### config.mk
export PLATFORM = sky130hd
export DESIGN_NAME = reg_file_cc
export DESIGN_NICKNAME = d
export VERILOG_FILES = /design/src/rtl/reg_file_cc.sv
export SDC_FILE = /design/constraint.sdc
export NUM_CORES = 1
export LEC_CHECK = 0
export ABC_AREA = 0
export CORE_AREA = 3 3 179 181
export DETAILED_ROUTE_END_ITERATION = 8
export DIE_AREA = 0 0 182 184
export SLEW_MARGIN = 0
export SYNTH_ARGS = -nofsm -noshare
export SYNTH_HDL_FRONTEND = slang
export SYNTH_SLANG_ARGS = --single-unit
### constraint.sdc
create_clock -name Clk -period 4.52 [get_ports Clk]
set_clock_uncertainty 0.2 [all_clocks]
set_input_delay 0.904 -clock Clk [delete_from_list [all_inputs] [get_ports Clk]]
set_output_delay 0.904 -clock Clk [all_outputs]
set_load 0.01 [all_outputs]
### src/rtl/reg_file_cc.sv
// Parametrised LC-3 register file with link write port, optional bypass,
// one-hot condition codes and the BEN latch.
module reg_file_cc #(
    parameter int WIDTH = 16,
    parameter int NREGS = 8,
    parameter int BYPASS = 1,
    localparam int AW = $clog2(NREGS)
) (
    input  logic             Clk,
    input  logic             Reset,
    input  logic [WIDTH-1:0] Bus,
    input  logic             LD_REG,
    input  logic [AW-1:0]    DR,
    input  logic             LNK_WE,
    input  logic [AW-1:0]    LNK_DR,
    input  logic [WIDTH-1:0] LNK_DATA,
    input  logic [AW-1:0]    SR1,
    input  logic [AW-1:0]    SR2,
    output logic [WIDTH-1:0] SR1OUT,
    output logic [WIDTH-1:0] SR2OUT,
    input  logic             LD_CC,
    input  logic             LD_BEN,
    input  logic [2:0]       NZP_mask,
    output logic [2:0]       CC,
    output logic             BEN
);

    localparam logic [AW:0] NR = (AW+1)'(NREGS);
    localparam logic BYP = (BYPASS != 0);

    logic [WIDTH-1:0] regs [NREGS];
    logic [WIDTH-1:0] sr1_raw;
    logic [WIDTH-1:0] sr2_raw;
    logic             sr1_ok;
    logic             sr2_ok;
    logic             sr1_pri;
    logic             sr1_lnk;
    logic             sr2_pri;
    logic             sr2_lnk;
    logic [2:0]       cc_q;
    logic [2:0]       cc_d;
    logic             ben_q;

    // Out-of-range addresses never match an index, so they write nothing.
    always_ff @(posedge Clk) begin
        if (Reset) begin
            for (int i = 0; i < NREGS; i++) regs[i] <= '0;
        end else begin
            for (int i = 0; i < NREGS; i++) begin
                if (LD_REG && DR == AW'(i))
                    regs[i] <= Bus;
                else if (LNK_WE && LNK_DR == AW'(i))
                    regs[i] <= LNK_DATA;
            end
        end
    end

    always_comb begin
        sr1_raw = '0;
        sr2_raw = '0;
        for (int i = 0; i < NREGS; i++) begin
            if (SR1 == AW'(i)) sr1_raw = regs[i];
            if (SR2 == AW'(i)) sr2_raw = regs[i];
        end
    end

    assign sr1_ok = {1'b0, SR1} < NR;
    assign sr2_ok = {1'b0, SR2} < NR;

    assign sr1_pri = BYP && sr1_ok && LD_REG && DR == SR1;
    assign sr1_lnk = BYP && sr1_ok && LNK_WE && LNK_DR == SR1;
    assign sr2_pri = BYP && sr2_ok && LD_REG && DR == SR2;
    assign sr2_lnk = BYP && sr2_ok && LNK_WE && LNK_DR == SR2;

    // Bus has priority over link data, matching the write collision rule.
    assign SR1OUT = sr1_pri ? Bus : sr1_lnk ? LNK_DATA : sr1_raw;
    assign SR2OUT = sr2_pri ? Bus : sr2_lnk ? LNK_DATA : sr2_raw;

    always_comb begin
        if (Bus[WIDTH-1])
            cc_d = 3'b100;
        else if (Bus == '0)
            cc_d = 3'b010;
        else
            cc_d = 3'b001;
    end

    // BEN samples the pre-edge CC, so a same-cycle LD_CC is seen next cycle.
    always_ff @(posedge Clk) begin
        if (Reset) begin
            cc_q  <= 3'b010;
            ben_q <= 1'b0;
        end else begin
            if (LD_CC)  cc_q  <= cc_d;
            if (LD_BEN) ben_q <= |(NZP_mask & cc_q);
        end
    end

    assign CC  = cc_q;
    assign BEN = ben_q;

endmodule

Yosys cells after proc, flatten, opt, wreduce, memory -nomap -nowiden
Memory sizes are Yosys's and may differ from the RTL's. Index checks and enable logic that the tools add are counted.

Register bits after elaboration: 4. Memories: 1. Output and inout port bits: 36. ROM bits: 0. Input bits: 53. Memory bits (writable): 128. Logic and storage cells: 174. Bits in latches: 0.

Memories: regs (words 8, bits a word 16, read ports 8, clocked after Yosys merged registers in 0, wr ports 8, line 31) `logic [WIDTH-1:0] regs [NREGS];`.

Multiplexer cells: 96. $mul: 0. Bitwise logic cells: 17. Divide/modulo/power cells: 0. Reduce and logical (&&, ||, !) cells: 26. Add/subtract/negate cells: 0. Shift-type cells: 0. Order comparisons: 0. Equality and inequality tests: 32.

Operator list (count): 16-bit two-way mux (36); 1-bit two-way mux (58); 3-bit == test (second input constant) (16); 3-bit by 2-bit == test with 1-bit output (second input constant) (8); 1-bit logical AND (20); 16-bit zero test (1); 1-bit OR (16); 3-bit by 1-bit == test with 1-bit output (second input constant) (4); 3-bit == test (4); 3-bit zero test (4); 3-bit bitwise AND (1); 3-bit two-way mux (1); 3-bit OR reduction (1); 2-bit two-way mux (1).

Longest topological paths before layout
Word-level depth: 11. Gate-level depth with buffers: 8. Gate-level depth less buffers: 5.

Least setup slack after synthesis
OpenSTA, ideal clock, no wires.

Path type: in2out. From: in SR1[1]. To: out SR1OUT[2]. Required time: 3.416 ns. Stages: 7. Path buffers: 4. Arrival: 2.235 ns. Slack: 1.181 ns. Cell sequence: buf_2 -> buf_2 -> buf_2 -> buf_2 -> a311oi_1 -> a31oi_1 -> a31oi_1.

Cells in the longest elaborated chain, start to end: 11. Elaborated cells between the ends (all ways): 22. Classes of those cells: eq/ne (9); mux (10); reduce/logical (3).

RTL lines: from (decl) (line 17) `input logic [AW-1:0] SR1,`; 3-bit zero test (line 62) `if (SR1 == AW'(i)) sr1_raw = regs[i];`; 16-bit two-way mux (8 in series) (line 62); 16-bit two-way mux (line 76) `assign SR1OUT = sr1_pri ? Bus : sr1_lnk ? LNK_DATA : sr1_raw;`; 16-bit two-way mux (*) (line 76); to (decl) (line 19) `output logic [WIDTH-1:0] SR1OUT,`.

Mark *: on every way between the ends. The rest lies on a longest branch, timed or not.

Worst setup path in the final report
From: in DR[2]. To: out SR2OUT[11].

Cells in the longest elaborated chain, start to end: 3.

RTL lines: from (decl) (line 13) `input logic [AW-1:0] DR,`; 3-bit == test (line 72) `assign sr2_pri = BYP && sr2_ok && LD_REG && DR == SR2;`; 1-bit logical AND (line 72); 16-bit two-way mux (line 77) `assign SR2OUT = sr2_pri ? Bus : sr2_lnk ? LNK_DATA : sr2_raw;`; to (decl) (line 20) `output logic [WIDTH-1:0] SR2OUT,`.

Every way passes these cells.

==> impl_metrics.toml <==
[outcome]
status = "complete, no violations"

[flow_run]
cap_violations = 0

[critical_path]
critPathMaxStageDelay_ns = 0.60
worstReg2RegStart = "CC[2]$_SDFFE_PP0P_"
cp_max_fo = 8
required_ns = 3.42
startpoint_type = "input pin"
crit_chain = "clkdlybuf4s50_1, xnor2_1, nand4_1, nand2b_1, buf_4, o22ai_1, a21oi_1, clkdlybuf4s50_1"
crit_type = "input pin to output pin"
end_kind = "output pin"
critPathMostFrequentCell = "clkdlybuf4s50_1"
cp-startpoint = "DR[2]"
cp.arrival_ns = 3.30
critical_path.slowest_cell = "clkdlybuf4s50_1"

[place]
hpwlAfterDp_um = 24600
io_buffers = 88
globalplace.congestion = 0.899
place_area_um2 = 10600
placedCellCount = 1349

[yosys]
syn_avg_cell_area_um2 = 10.2
yosysWarnings = 0
synth_area_um2 = 9100
syn_inst = 894
synth-async-reset-ratio = 0
synthTopCellsByArea = "edfxtp_1 42%, a22o_1 11%, mux2i_1 5.6%, mux2_2 2.8%, nor2_1 2.5%"
ys_seq_elements = 132
syn_nets = 947
synth_edf_count = 128
yosys.area.top_type_share = 0.422
ys.flop_type = "edfxtp_1"
synth_area_leader_cell = "edfxtp_1"
synth_cell_types = 54
seq_area_frac_synth = 0.431

[grt]
grtUsageTotal = 0.212
grt_pass1_wl_um = 52700
grt_overflow_total = 0
antenna_found_initial = 1
grt_pass1_vias = 8052
grt_max_degree = 37

[sta]
hold_violations = 0
rsz0062_at_grt = "false"
setup_tns_ns = 0
clock.fmax_mhz = 227
worstMarginPinSlew_ns = 0.900
slew_headroom = 0.398
min_period_ns = 4.41
final_max_slew_viol_count = 0
setup_viol = 0
fin_crit_sh = 0.975

[final_layout]
final_cells = 1383
final_common_cell = "edfxtp_1"
areaGrowthSynthToFinish_pct = 24.2
stdcell_area_um2 = 11300
fin_util = 0.370
final_cell_mix = "128 x edfxtp_1, 113 x a22o_1, 82 x clkdlybuf4s50_1, 78 x buf_4, 61 x nor2_1"
nFillCells = 3063
final_net_count = 1025
drive_above_1_share = 0.182

[worst_hold_path]
hold_class = "flop to flop"
hp-start = "CC[0]$_SDFFE_PP0P_"

[detailed_routing]
routed_wl_um = 36100
avgViaCountPerCell = 6.02
drc = 0
ant_nets = 0
dr.pass1.iters = 6
post_drt_wl_per_cell_um = 26.1
drt_first_iter_violations = 1125
via_count = 8327

[die]
io_pins = 89
fp.dieW_um = 182
num_rows = 64
die-area_um2 = 33500
initial_core_util = 0.298
die_h_um = 184
fp.coreArea_um2 = 30600

[power_and_ir_drop]
peakVddDrop_uv = 261
seqPwrFrac = 0.387
combPwrFrac = 0.223
clockPowerShare = 0.390
switchingPower_mw = 1.10
leakage_nw = 4.20
swShare = 0.280
power_density_nw_per_um2 = 347
internal_power_mw = 2.83

[clock_network]
cts_htree_levels = 4
cts_root_buffer = "clkbuf_16"
numClockSinks = 132
clockBufferDepth = 2
clkLatencyLatePin_ns = 0.43
clkTransAtPathRegs_ns = 0.06
cts_tree = "yes"
cts_made_buffers = 17
cts_setup_buffers = 0
power groups by stage:
stage	Combinational, mW	Sequential [mW]	Clock [mW]
after floorplan	0.470	1.52	0
after global placement	0.854	1.54	0
after detailed placement	0.859	1.54	0
after CTS	0.863	1.52	1.53
after global routing	0.926	1.53	1.59
final	0.876	1.52	1.53
worst max-delay path: cells and delay by family:
| family | cells | cell delay [ns] |
|---|---|---|
| AOI/OAI and AO/OA | 2 | 0.39 |
| xor gates and xnor gates | 1 | 0.17 |
| buffers and inverters | 3 | 1.37 |
| and+or+nand+nor | 2 | 0.46 |
through the flow:
stage	setup slack (ns)	power (mW)	hold WS [ns]
2_1_floorplan	1.18	1.98	0.301
3_3_place_gp	0.0439	2.39	0.280
3_5_place_dp	0.0701	2.40	0.287
4_1_cts	0.0517	3.91	0.295
5_1_grt	0.0189	4.04	0.317
6_report	0.112	3.93	0.292
layer usage:
metal | vias up | track usage | wire length [um]
met1 | 4091 | 0.290 | 15000
met2 | 554 | 0.321 | 15700
met5 | - | 0 | 0
met3 | 85 | 0.0499 | 3830
li1 | 3597 | - | -
met4 | 0 | 0.0941 | 1560
synthesized netlist by cell type, drive strengths merged (12+ instances only):
cell type and instances:
a21oi 40, a22o 113, buf 56, clkbuf 57, edfxtp 128, mux2 23, mux2i 51, nand2 57
nand2b 33, nor2 61, nor2b 14, nor4 21, o21ai 39, o21bai 14, o22ai 36, or2 15
xnor2 12
layout make-up:
class                   count  area [um^2]  area share
diodes                      2         5.00    0.000443
multi-input cells         641         4650       0.411
clock buffers              18          429      0.0380
clock inverters            14          209      0.0185
inverters                   8         30.0     0.00266
flip-flops and latches    132         3920       0.347
well taps                 396          495      0.0438
repair buffers            172         1560       0.138
path summary, 6_finish.rpt:
check,end,slack [ns],cells past startpoint
setup / recovery,SR2OUT[11],0.11,8
setup reg to reg,BEN$_SDFFE_PP0P_,3.45,2
hold reg to reg,CC[0]$_SDFFE_PP0P_,0.29,2
hold / removal,CC[0]$_SDFFE_PP0P_,0.29,2
flip-flops by register name, indices dropped and copies added (netlist names):
| signal | cells |
|---|---|
| BEN | 1 |
| regs | 128 |
| CC | 3 |
logic make-up after synthesis:
kind of cell | after synthesis | share of synthesized area
AO/OA/AOI/OAI | 281 | 0.223
XOR/XNOR | 12 | 0.0115
buffers and inverters | 121 | 0.0654
flip-flops | 132 | 0.431
multiplexers | 84 | 0.109
AND/OR/NAND/NOR | 264 | 0.160
what timing repair did:
| item | CTS | global route |
|---|---|---|
| hold buffers | 0 | 0 |
| endpoints found under the setup margin | 0 | 8 |
| resized for setup | 0 | 3 |
Power figures use the tool's default switching activity.
